--- src/rtl/wb_arbiter_pkg.sv ---
// wb_arbiter_pkg: shared regfile widths, wait-counter width and arbiter state encoding
package wb_arbiter_pkg;
  localparam int REG_W = 5;
  localparam int DATA_W = 32;
  localparam int WAIT_W = 4;
  typedef enum logic [1:0] {IDLE, WAIT, FORCE} arb_state_e;
endpackage

--- src/rtl/wb_arbiter_if.sv ---
// wb_arbiter_if: pipe WB-stage request, aux (mul/div) request/ready, stall, regfile write port and forced-stall count
interface wb_arbiter_if #(parameter int CNT_W = 16);
  import wb_arbiter_pkg::*;
  logic pipe_we;
  logic [REG_W-1:0] pipe_rd;
  logic [DATA_W-1:0] pipe_data;
  logic aux_valid;
  logic [REG_W-1:0] aux_rd;
  logic [DATA_W-1:0] aux_data;
  logic aux_ready;
  logic pipe_stall;
  logic rf_we;
  logic [REG_W-1:0] rf_rd;
  logic [DATA_W-1:0] rf_data;
  logic [CNT_W-1:0] stall_count;
  modport master (
    output pipe_we, pipe_rd, pipe_data, aux_valid, aux_rd, aux_data,
    input aux_ready, pipe_stall, rf_we, rf_rd, rf_data, stall_count
  );
  modport slave (
    input pipe_we, pipe_rd, pipe_data, aux_valid, aux_rd, aux_data,
    output aux_ready, pipe_stall, rf_we, rf_rd, rf_data, stall_count
  );
endinterface

--- src/rtl/wb_arbiter.sv ---
// wb_arbiter: regfile write-port arbiter (clk, reset, bus.slave) -- pipe wins unless aux starves STARVE_LIMIT cycles, then one forced stall
module wb_arbiter
  import wb_arbiter_pkg::*;
#(
  parameter int STARVE_LIMIT = 4,
  parameter int CNT_W = 16
) (
  input logic clk,
  input logic reset,
  wb_arbiter_if.slave bus
);
  localparam logic [WAIT_W-1:0] LIMIT = WAIT_W'(STARVE_LIMIT);
  arb_state_e state, state_nxt;
  logic [WAIT_W-1:0] wait_cnt, wait_nxt, wait_inc;
  logic [CNT_W-1:0] stall_cnt;
  logic slot_free, pipe_grant, aux_grant, blocked, we_nxt, rf_we_q;
  logic [REG_W-1:0] rd_nxt, rf_rd_q;
  logic [DATA_W-1:0] data_nxt, rf_data_q;
  assign slot_free = !bus.pipe_we || bus.pipe_rd == '0 || state == FORCE;
  assign pipe_grant = !slot_free;
  assign aux_grant = !reset && bus.aux_valid && slot_free;
  assign blocked = bus.aux_valid && !slot_free;
  assign wait_inc = wait_cnt + 1'b1;
  assign bus.aux_ready = aux_grant;
  assign bus.pipe_stall = !reset && state == FORCE;
  assign bus.rf_we = rf_we_q;
  assign bus.rf_rd = rf_rd_q;
  assign bus.rf_data = rf_data_q;
  assign bus.stall_count = stall_cnt;
  always_comb begin
    state_nxt = blocked ? (wait_inc == LIMIT ? FORCE : WAIT) : IDLE;
    wait_nxt = blocked ? wait_inc : '0;
    rd_nxt = pipe_grant ? bus.pipe_rd : aux_grant ? bus.aux_rd : '0;
    data_nxt = pipe_grant ? bus.pipe_data : aux_grant ? bus.aux_data : '0;
    we_nxt = (pipe_grant || aux_grant) && rd_nxt != '0;
  end
  always_ff @(posedge clk) begin
    if (reset) begin
      state <= IDLE;
      wait_cnt <= '0;
      stall_cnt <= '0;
      rf_we_q <= 1'b0;
      rf_rd_q <= '0;
      rf_data_q <= '0;
    end else begin
      state <= state_nxt;
      wait_cnt <= wait_nxt;
      stall_cnt <= stall_cnt + CNT_W'(state == FORCE && !(&stall_cnt));
      rf_we_q <= we_nxt;
      rf_rd_q <= rd_nxt;
      rf_data_q <= data_nxt;
    end
  end
endmodule

--- src/flat_wrapper.sv ---
// flat-port wrapper written by rule: the top's interface ports become plain ports
module wb_arbiter_flat import wb_arbiter_pkg::*;
#(
  parameter int STARVE_LIMIT = 4,
  parameter int CNT_W = 16
)
  (clk, reset, bus_pipe_we, bus_pipe_rd, bus_pipe_data, bus_aux_valid, bus_aux_rd, bus_aux_data, bus_aux_ready, bus_pipe_stall, bus_rf_we, bus_rf_rd, bus_rf_data, bus_stall_count);
  wb_arbiter_if #(.CNT_W(CNT_W)) bus_i ();
  input logic clk;
  input logic reset;
  input wire logic [$bits(bus_i.pipe_we)-1:0] bus_pipe_we;
  input wire logic [$bits(bus_i.pipe_rd)-1:0] bus_pipe_rd;
  input wire logic [$bits(bus_i.pipe_data)-1:0] bus_pipe_data;
  input wire logic [$bits(bus_i.aux_valid)-1:0] bus_aux_valid;
  input wire logic [$bits(bus_i.aux_rd)-1:0] bus_aux_rd;
  input wire logic [$bits(bus_i.aux_data)-1:0] bus_aux_data;
  output wire logic [$bits(bus_i.aux_ready)-1:0] bus_aux_ready;
  output wire logic [$bits(bus_i.pipe_stall)-1:0] bus_pipe_stall;
  output wire logic [$bits(bus_i.rf_we)-1:0] bus_rf_we;
  output wire logic [$bits(bus_i.rf_rd)-1:0] bus_rf_rd;
  output wire logic [$bits(bus_i.rf_data)-1:0] bus_rf_data;
  output wire logic [$bits(bus_i.stall_count)-1:0] bus_stall_count;
  assign bus_i.pipe_we = bus_pipe_we;
  assign bus_i.pipe_rd = bus_pipe_rd;
  assign bus_i.pipe_data = bus_pipe_data;
  assign bus_i.aux_valid = bus_aux_valid;
  assign bus_i.aux_rd = bus_aux_rd;
  assign bus_i.aux_data = bus_aux_data;
  assign bus_aux_ready = bus_i.aux_ready;
  assign bus_pipe_stall = bus_i.pipe_stall;
  assign bus_rf_we = bus_i.rf_we;
  assign bus_rf_rd = bus_i.rf_rd;
  assign bus_rf_data = bus_i.rf_data;
  assign bus_stall_count = bus_i.stall_count;
  wb_arbiter #(.STARVE_LIMIT(STARVE_LIMIT), .CNT_W(CNT_W)) u_core (.clk(clk), .reset(reset), .bus(bus_i));
endmodule
--- config.mk ---
export PLATFORM = sky130hd
export DESIGN_NAME = wb_arbiter_flat
export DESIGN_NICKNAME = d
export VERILOG_FILES = /design/src/rtl/wb_arbiter_pkg.sv /design/src/rtl/wb_arbiter_if.sv /design/src/rtl/wb_arbiter.sv /design/src/flat_wrapper.sv
export SDC_FILE = /design/constraint.sdc
export NUM_CORES = 1
export LEC_CHECK = 0
export CAP_MARGIN = 25
export CORE_MARGIN = 2
export CORE_UTILIZATION = 30
export CTS_CLUSTER_DIAMETER = 30
export CTS_CLUSTER_SIZE = 12
export DETAILED_ROUTE_END_ITERATION = 16
export PLACE_DENSITY_LB_ADDON = 0.12
export SLEW_MARGIN = 20
export SYNTH_ARGS = -nofsm -noshare
export SYNTH_HDL_FRONTEND = slang
export SYNTH_SLANG_ARGS = --single-unit
--- constraint.sdc ---
create_clock -name clk -period 5.56 [get_ports clk]
set_clock_uncertainty 0.1 [all_clocks]
set_input_delay 0.556 -clock clk [delete_from_list [all_inputs] [get_ports clk]]
set_output_delay 0.556 -clock clk [all_outputs]
set_load 0.02 [all_outputs]
==> out/summary.txt, run 1 <==
=====================================================================================
Final-report max-slew violation count ..................................            0
Status .................................................................    completed
Relative area change from synthesis to final layout ....................        59.9%
Number of sinks driven by the clock tree ...............................           60
Commonest register cell after synthesis ................................      dfxtp_1
Clock tree from TritonCTS ..............................................        built
Clock latency on the worst-skew pair ...................................       320 ps
Transition time of the tightest slew-check pin .........................       609 ps
Mapped cell area .......................................................     2480 um2
CTS root buffer ........................................................     clkbuf_8
Count of hold-fix buffers inserted at cts ..............................            0
Maximum fanout encountered on the critical timing path .................           38
Grt total ovfl .........................................................            0
Classification of the worst-slack hold path ............................   reg -> reg
Total iterations of the first detailed-routing run .....................            4
Largest voltage drop on the vdd net ....................................     0.136 mV
P per Cell Area ........................................................   258 nW/um2
Core occupancy in the finished layout ..................................        48.9%
Slowest cell delay on critical path ....................................       620 ps
Series of cell instances along the critical path ....................... clkdlybuf4s50_1 > buf_4 > nor2b_1 > and2_1 > clkdlybuf4s50_1
Top-area cell type share of the netlist area ...........................        48.3%
Crit path capture type .................................................  output port
Cell Area, Placed ......................................................     3760 um2
Layout cells sized above 1 .............................................        5.35%
Final number of setup-violating endpoints ..............................            0
Boundary Pins ..........................................................          134
Clock buffer count from CTS ............................................            9
Synthesized-area fraction occupied by xor and xnor cells ...............        4.58%
Filler-free cell count of the finished design ..........................          516
HPWL after detailed placement ..........................................      4.88 mm
Post-synth cell types ..................................................           34
Post-synth net total ...................................................          360
#FFs+latches synth .....................................................           60
Total negative setup slack .............................................         0 ps
Arrival time of data at the critical path endpoint .....................      2560 ps
Setup repair after global routing missed its margin ....................        false
Clock-pin slew of the registers on the worst-case setup and hold paths .        60 ps
Initial core utilization ...............................................        30.5%
Switching power ........................................................       246 uW
Fraction of the yosys area taken by sequential cells ...................        48.3%
Combinational group share of total power ...............................        15.6%
WL per Instance ........................................................      13.6 um
Layout Cell Area excl Fill .............................................     3970 um2
Count of filler cells inserted in the layout ...........................          775
Count of instances resized after the clock tree is built ...............            0
Overall global routing resource usage ..................................        15.6%
Maximum number of pins on one net before global-route repair ...........           57
CP required ............................................................      4900 ps
Wire length of the first global-routing pass ...........................      10.9 mm
Combinational family with the most area after synthesis ................ simple AND/OR/NAND/NOR gates
Cell count after placement .............................................          501
Post-synth top area cell ...............................................      dfxtp_1
Syn_area_per_cell ......................................................     8.91 um2
Area of the multi-input gates ..........................................     1080 um2
Final GP Congestion ....................................................        0.741
Slowest cell on the critical path ...................................... clkdlybuf4s50_1
Leakage power ..........................................................      1.47 nW
Simple-Gate Fraction of Synth Area .....................................        25.4%
Footprint of the flip-flops and latches ................................     1200 um2
Remaining number of nets flagged by the antenna check after routing ....            0
Proportion of synthesized area in mux cells ............................           0%
Share of the synthesized area in compound gates (AO/OA/AOI/OAI) ........        11.8%
Area of the core .......................................................     8130 um2
CP top delay family .................................................... buffers and inverters
Via Count ..............................................................        2,384
Number of enable-type register cells in the synthesized netlist ........            0
Total detailed-routing wirelength ......................................      7.02 mm
Hold slack final .......................................................       344 ps
Worst slew margin ......................................................        59.4%
Vias in the first global route .........................................        2,279
First-iteration detailed-routing DRC count .............................          102
Final Net Count ........................................................          488
Net switching fraction of the power ....................................        24.1%
Max frequency ..........................................................    0.311 GHz
DIE WIDTH ..............................................................      95.0 um
Most common cell in the synthesized netlist ............................      dfxtp_1
Category of the most critical setup path ...............................    in -> out
Clock Tree Buf Depth ...................................................            2
Die footprint ..........................................................     9030 um2
Max capacitance violation total ........................................            0
Power share of the sequential group ....................................        44.1%
Most common cell type on the critical path ............................. clkdlybuf4s50_1
CP bufs+invs ...........................................................            3
Crit path time final ...................................................      3220 ps
Initial antenna violation count ........................................            0
Cell types with the largest area share after synthesis ................. dfxtp_1 48%, nand3_1 8.9%, a21oi_1 8.1%
Synth Warn # ...........................................................            0
Critical path launch point type ........................................   input port
# diodes ...............................................................            0
Final hold violation count .............................................            0
H-tree Lvls ............................................................            3
Power share of the clock group .........................................        40.3%
Share of the clock period used by the worst path .......................        57.9%
Setup repair bufs after CTS ............................................            0
Cell Int Power .........................................................       778 uW
Overall die height .....................................................      95.0 um
Drt drc ................................................................            0
Mean number of vias per cell ...........................................         4.62
Adder and majority cell fraction of the synthesized area ...............        1.51%
Num rows ...............................................................           33
Gate Count Post-Synth ..................................................          279
Top cell types by occurrence after synthesis ........................... 60 x dfxtp_1, 44 x nand3_1, 41 x nand2_1
Number of input and output port buffers inserted .......................          133
Async set-reset flop share out of synthesis ............................           0%
=====================================================================================
## cell families (layout without fill, tap and decap cells)
family	after synthesis	count (layout)
buf+inv	20	152
simple gates	132	132
fa+ha+maj	3	3
flops	60	60
compound gates	51	51
xor+xnor	13	13
## cell usage in the layout, fill, tap and decap left out, types with 2 or more instances in the layout
cell type,n
clkdlybuf4s50_1,132
dfxtp_1,60
nand3_1,44
nand2_1,41
a21oi_1,40
nor2_1,21
clkbuf_8,12
xnor2_1,7
xor2_1,6
and3_1,5
nand4_1,4
o21ai_0,4
buf_4,4
nor4_1,3
nor2b_1,3
nor3_1,3
ha_1,3
or3_1,2
o211ai_1,2
clkinvlp_4,2
## metal layers
metal	global-route usage, %	wire (um)	vias to the layer above
met1	19.0	3120	1077
met3	4.35	476	11
met4	6.88	119	0
li1	-	-	1218
met5	0	0	-
met2	25.6	3310	78
## worst register-to-register path, delay by kind of cell (launching register included)
family                   cells  cell delay (ps)
adder cells (fa/ha/maj)      2              440
flip-flops                   1              410
AND/OR/NAND/NOR              6             1190
XOR/XNOR                     1              140
## stage by stage
| step | power (mW) | setup slack (ps) |
|---|---|---|
| floorplan | 0.532 | 3040 |
| global placement | 0.622 | 2370 |
| detailed placement | 0.622 | 2340 |
| CTS | 1.04 | 2340 |
| global route | 1.07 | 2250 |
| finish | 1.02 | 2340 |
## path summary, 6_finish.rpt
kind	slack, ps	startpoint	to	cells after the start
worst max-delay path	2340	bus_aux_valid	bus_aux_ready	5
worst min-delay path	340	u_core.wait_cnt[0]	u_core.wait_cnt[0]	1
worst max register to register	3170	u_core.bus.stall_count[8]	u_core.bus.stall_count[12]	9
worst min register to register	340	u_core.wait_cnt[0]	u_core.wait_cnt[0]	1
## flip-flops by register name (all words and copies together), names as in the netlist
register                flops
u_core.state                2
u_core.bus.stall_count     16
u_core.bus.rf_data         32
u_core.bus.rf_rd            5
u_core.bus.rf_we            1
u_core.wait_cnt             4
## power by group through the flow
| stage | logic [mW] | clock network (mW) | registers (mW) |
|---|---|---|---|
| 6_report | 0.160 | 0.413 | 0.451 |
| 5_1_grt | 0.173 | 0.441 | 0.453 |
| 4_1_cts | 0.162 | 0.424 | 0.452 |
| 3_5_place_dp | 0.161 | 0 | 0.461 |
| 3_3_place_gp | 0.161 | 0 | 0.461 |
| 2_1_floorplan | 0.0500 | 0 | 0.482 |
## cell type report
type                            count  area share, %
Clock buffer                       12           4.16
Clock inverter                      3           1.13
Inverter                            1         0.0945
Multi-Input combinational cell    199           27.1
Sequential cell                    60           30.2
Tap cell                          105           3.31
Timing Repair Buffer              136           34.0
No activity file was read; power rests on OpenSTA's default activity.
==> run 2: changes to the inputs <==
- clock period: 5.56 -> 2.8 ns (I/O delays scaled with it)
==> run 2 against run 1 <==
- flip-flop and latch count did not move
- worst setup slack worse by 2100 ps
- critical path type unchanged
- final cell count rose by 0.97%
- register-to-register slack worse by 2700 ps
- critical endpoint unchanged
- global-route usage shrank 0.26 points
- die area did not move
==> out/summary.txt, run 2 (same netlist as run 1, synthesis figures left out) <==
=====================================================================================
Total iterations of the first detailed-routing run .....................            4   unchanged
CP required ............................................................      2420 ps   -2480 ps
Status .................................................................    completed
Maximum fanout encountered on the critical timing path .................            5   -87%
Series of cell instances along the critical path ....................... clkdlybuf4s50_1 > or3_4 > o311ai_4 > and2_1 > clkdlybuf4s50_1
Worst slew margin ......................................................        60.3%   +0.94 points
Wire length of the first global-routing pass ...........................      10.7 mm   -1.5%
Overall global routing resource usage ..................................        15.3%   -0.26 points
Count of instances resized after the clock tree is built ...............            0   unchanged
Crit path capture type .................................................  output port
Total negative setup slack .............................................         0 ps   unchanged
Largest voltage drop on the vdd net ....................................     0.277 mV   +100%
Num rows ...............................................................           33   unchanged
Boundary Pins ..........................................................          134   unchanged
Critical path launch point type ........................................   input port
Max frequency ..........................................................    0.393 GHz
CP top delay family .................................................... buffers and inverters
# diodes ...............................................................            0   unchanged
Via Count ..............................................................        2,414   +1.3%
Most common cell type on the critical path ............................. clkdlybuf4s50_1
H-tree Lvls ............................................................            3   unchanged
Number of flip-flops under the largest register name ...................           32   unchanged
Final GP Congestion ....................................................        0.742   +0.13%
Final number of setup-violating endpoints ..............................            0   unchanged
Layout Cell Area excl Fill .............................................     4010 um2   +0.88%
Relative area change from synthesis to final layout ....................        61.3%
WL per Instance ........................................................      13.8 um   +1.8%
Commonest non-fill, non-tap cell in the layout ......................... clkdlybuf4s50_1
Layout cells sized above 1 .............................................        6.01%   +0.66 points
Slowest cell delay on critical path ....................................       610 ps   about the same
Final Net Count ........................................................          492   +0.82%
Total detailed-routing wirelength ......................................      7.21 mm   +2.8%
Mean number of vias per cell ...........................................         4.63   +0.29%
Clock Tree Buf Depth ...................................................            2   unchanged
Count of hold-fix buffers inserted at cts ..............................            0   unchanged
Core occupancy in the finished layout ..................................        49.3%   +0.43 points
Leakage power ..........................................................      1.49 nW   +1.6%
Setup repair after global routing missed its margin ....................        false
Clock latency on the worst-skew pair ...................................       320 ps   about the same
Commonest cells after routing, fill and taps aside ..................... 132 x clkdlybuf4s50_1, 60 x dfxtp_1, 44 x nand3_1
CTS root buffer ........................................................     clkbuf_8
Initial core utilization ...............................................        30.5%   unchanged
Vias in the first global route .........................................        2,224   -2.4%
Count of filler cells inserted in the layout ...........................          796   +2.7%
Final-report max-slew violation count ..................................            0   unchanged
Area of the core .......................................................     8130 um2   unchanged
Share of the clock period used by the worst path .......................        90.9%
P per Cell Area ........................................................   519 nW/um2   +100%
Category of the most critical setup path ...............................    in -> out
Cell Area, Placed ......................................................     3790 um2   +0.80%
Initial antenna violation count ........................................            0   unchanged
Final hold violation count .............................................            0   unchanged
Remaining number of nets flagged by the antenna check after routing ....            0   unchanged
Clock-pin slew of the registers on the worst-case setup and hold paths .        60 ps   about the same
Max capacitance violation total ........................................            0   unchanged
Overall die height .....................................................      95.0 um   unchanged
Maximum number of pins on one net before global-route repair ...........           56   -1.8%
Clock buffer count from CTS ............................................            9   unchanged
Clock tree from TritonCTS ..............................................        built
Number of input and output port buffers inserted .......................          133   unchanged
Die footprint ..........................................................     9030 um2   unchanged
DIE WIDTH ..............................................................      95.0 um   unchanged
First-iteration detailed-routing DRC count .............................           69   -32%
Slowest cell on the critical path ...................................... clkdlybuf4s50_1
Number of sinks driven by the clock tree ...............................           60   unchanged
Crit path time final ...................................................      2540 ps
Design Power ...........................................................      2.08 mW   +100%
Drt drc ................................................................            0   unchanged
HPWL after detailed placement ..........................................      4.90 mm   +0.45%
Transition time of the tightest slew-check pin .........................       595 ps   -14.1 ps
Grt total ovfl .........................................................            0   unchanged
Arrival time of data at the critical path endpoint .....................      2160 ps   -400 ps
Setup repair bufs after CTS ............................................            0   unchanged
Classification of the worst-slack hold path ............................    in -> reg
CP bufs+invs ...........................................................            2   -1
=====================================================================================
==> run 2: routing by layer <==
layer  vias up  part of all wire [%]  global-route usage, %
met1      1107                    45                   19.4
met3         4                   7.3                   4.74
li1       1226                     -                      -
met4         0                  0.85                   5.43
met5         -                     0                      0
met2        77                    47                   24.6
==> run 2: worst register-to-register path, stage by stage, from the launching register on <==
cell and delay (ps):
dfxtp_1 420, nand4_1 170, nor4_1 370, nor2_1 80, ha_1 200, ha_1 230
and3_1 250, nor4bb_1 150, xnor2_1 130, nor2_1 50
==> run 2: final cells by class <==
class	instances	area, um2	area share [%]
repair buffers	140	1380	34.4
flip-flops and latches	60	1200	30.0
multi-input cells	199	1080	26.8
clock buffers	12	145	3.62
well taps	105	131	3.28
clock inverters	4	72.6	1.81
inverters	1	3.75	0.0936
==> run 2: report_power, final <==
group          switching (mW)  internal [mW]  leakage [nW]  total [mW]
registers             0.00889          0.887         0.492       0.896
clock network           0.340          0.525         0.107       0.865
logic                   0.141          0.179         0.890       0.320
total                   0.490           1.59          1.49        2.08
==> run 2: final timing paths <==
path | startpoint | end | slack, ps | depth (start not counted)
worst max-delay path | bus_pipe_rd[1] | bus_aux_ready | 260 | 5
worst min-delay path | reset | u_core.state[1] | 250 | 3
worst min register to register | u_core.wait_cnt[0] | u_core.wait_cnt[0] | 360 | 1
worst max register to register | u_core.bus.stall_count[7] | u_core.bus.stall_count[12] | 520 | 9
==> run 2: through the flow <==
stage / std cells / hold WS, ps / setup WS [ps]
after floorplan: 279 / 313 / 542
after global placement: 505 / 336 / 236
after detailed placement: 505 / 345 / 238
after CTS: 521 / 242 / 237
after global routing: 521 / 266 / 212
final: 521 / 254 / 255
==> run 3: changes to the inputs <==
- GPL_ROUTABILITY_DRIVEN: unset -> 0
- MAX_ROUTING_LAYER: unset -> met4
- SETUP_SLACK_MARGIN: unset -> 0.4
==> run 3 against run 2 <==
- sequential power is essentially flat
- critical path depth is the same
- die area is the same
- hold slack gained 2.0 ps
==> out/summary.txt, run 3 (same netlist as run 1, synthesis figures left out) <==
=====================================================================================
Vias in the first global route .........................................        2,227   +0.13%
Grt total ovfl .........................................................            0   unchanged
Mean number of vias per cell ...........................................         4.63   about the same
Crit path time final ...................................................      2270 ps   -277 ps
CTS root buffer ........................................................     clkbuf_8
Classification of the worst-slack hold path ............................    in -> reg
HPWL after detailed placement ..........................................      4.90 mm   unchanged
# diodes ...............................................................            0   unchanged
Commonest cells after routing, fill and taps aside ..................... 131 x clkdlybuf4s50_1, 56 x dfxtp_1, 44 x nand3_1
Crit path capture type .................................................  output port
Final-report max-slew violation count ..................................            0   unchanged
Count of hold-fix buffers inserted at cts ..............................            0   unchanged
Total negative setup slack .............................................         0 ps   unchanged
Initial core utilization ...............................................        30.5%   unchanged
Final number of setup-violating endpoints ..............................            0   unchanged
Status .................................................................    completed
Max frequency ..........................................................    0.441 GHz   +12%
Wire length of the first global-routing pass ...........................      10.7 mm   unchanged
Number of input and output port buffers inserted .......................          133   unchanged
Hold slack final .......................................................       256 ps   +1.96 ps
R2R depth ..............................................................            9   unchanged
DIE WIDTH ..............................................................      95.0 um   unchanged
Core occupancy in the finished layout ..................................        49.4%   +0.12 points
WL per Instance ........................................................      13.8 um   about the same
Number of sinks driven by the clock tree ...............................           60   unchanged
Via Count ..............................................................        2,412   -0.083%
Filler-free cell count of the finished design ..........................          521   unchanged
H-tree Lvls ............................................................            3   unchanged
Area of the core .......................................................     8130 um2   unchanged
Remaining number of nets flagged by the antenna check after routing ....            0   unchanged
Clock latency on the worst-skew pair ...................................       320 ps   about the same
Maximum number of pins on one net before global-route repair ...........           56   unchanged
CP required ............................................................      2420 ps   about the same
Setup repair after global routing missed its margin ....................        false
Cell count after placement .............................................          505   unchanged
Leakage power ..........................................................      1.49 nW   +0.41%
Relative area change from synthesis to final layout ....................        61.7%
Commonest non-fill, non-tap cell in the layout ......................... clkdlybuf4s50_1
Largest voltage drop on the vdd net ....................................     0.276 mV   -0.55%
Overall global routing resource usage ..................................        15.7%   +0.42 points
Initial antenna violation count ........................................            0   unchanged
Drt drc ................................................................            0   unchanged
Clock tree from TritonCTS ..............................................        built
Clock-pin slew of the registers on the worst-case setup and hold paths .        60 ps   about the same
First-iteration detailed-routing DRC count .............................           69   unchanged
P per Cell Area ........................................................   517 nW/um2   -0.40%
Clock Tree Buf Depth ...................................................            2   unchanged
Worst slew margin ......................................................        60.5%   +0.21 points
Final Net Count ........................................................          492   unchanged
Number of flip-flops under the largest register name ...................           32   unchanged
Overall die height .....................................................      95.0 um   unchanged
Share of the clock period used by the worst path .......................        81.0%   -9.9 points
Clock buffer count from CTS ............................................            9   unchanged
Die footprint ..........................................................     9030 um2   unchanged
Category of the most critical setup path ...............................    in -> out
Num rows ...............................................................           33   unchanged
Boundary Pins ..........................................................          134   unchanged
Transition time of the tightest slew-check pin .........................       592 ps   -3.16 ps
Total iterations of the first detailed-routing run .....................            4   unchanged
Critical path launch point type ........................................   input port
Max capacitance violation total ........................................            0   unchanged
Layout cells sized above 1 .............................................        7.21%   +1.2 points
Arrival time of data at the critical path endpoint .....................      1890 ps   -270 ps
Final hold violation count .............................................            0   unchanged
Maximum fanout encountered on the critical timing path .................            5   unchanged
Worst hold path stage count ............................................            3   unchanged
Total detailed-routing wirelength ......................................      7.20 mm   about the same
=====================================================================================
run 3: changes by cell type in the layout (fill, tap and decap cells not counted), sizes merged:
| cell | before | now |
|---|---|---|
| clkdlybuf4s50 | 132 | 131 |
| dlygate4sd2 | 0 | 1 |
run 3: final timing paths:
path	start	end	slack, ps
min reg2reg	u_core.wait_cnt[0]	u_core.wait_cnt[0]	360
max	bus_pipe_rd[1]	bus_aux_ready	530
max reg2reg	u_core.bus.stall_count[13]	u_core.bus.stall_count[12]	620
min	reset	u_core.state[1]	260
run 3: stage by stage:
step | total power [mW] | worst slack (ps) | area (um2)
2_1_floorplan | 1.06 | 542 | 2480
3_3_place_gp | 1.24 | 236 | 3790
3_5_place_dp | 1.24 | 238 | 3790
4_1_cts | 2.11 | 511 | 4010
5_1_grt | 2.18 | 429 | 4020
6_report | 2.08 | 532 | 4020
run 3: layer usage:
metal	up-vias	wire, um	GRT usage (%)
li1	1222	-	-
met1	1111	3240	19.7
met2	71	3420	24.6
met3	8	491	4.27
met4	0	54	5.43
met5	-	0	-
run 3: final cells by class:
class | count | area [um2]
clock inverter | 4 | 72.6
sequential | 60 | 1210
inverter | 1 | 3.75
fill | 796 | 4120
multi-input combinational | 199 | 1080
tap | 105 | 131
clock buffer | 12 | 145
timing repair buffer | 140 | 1380
run 3: what timing repair did:
item	4_1_cts	5_1_grt
pin swaps	0	1
setup endpoints to repair	1	4
gates resized for setup	1	5
buffers inserted	0	0
run 3: where the power goes:
| part | internal, mW | switching (mW) | total, mW | leakage, nW |
|---|---|---|---|---|
| registers | 0.887 | 0.00887 | 0.896 | 0.494 |
| logic | 0.179 | 0.141 | 0.319 | 0.894 |
| clock network | 0.525 | 0.337 | 0.863 | 0.107 |
run 3: worst max-delay path, stage by stage:
cell             delay, ps
clkdlybuf4s50_1        420
or3_4                  430
o311ai_4               220
and2_1                 190
dlygate4sd2_1          340
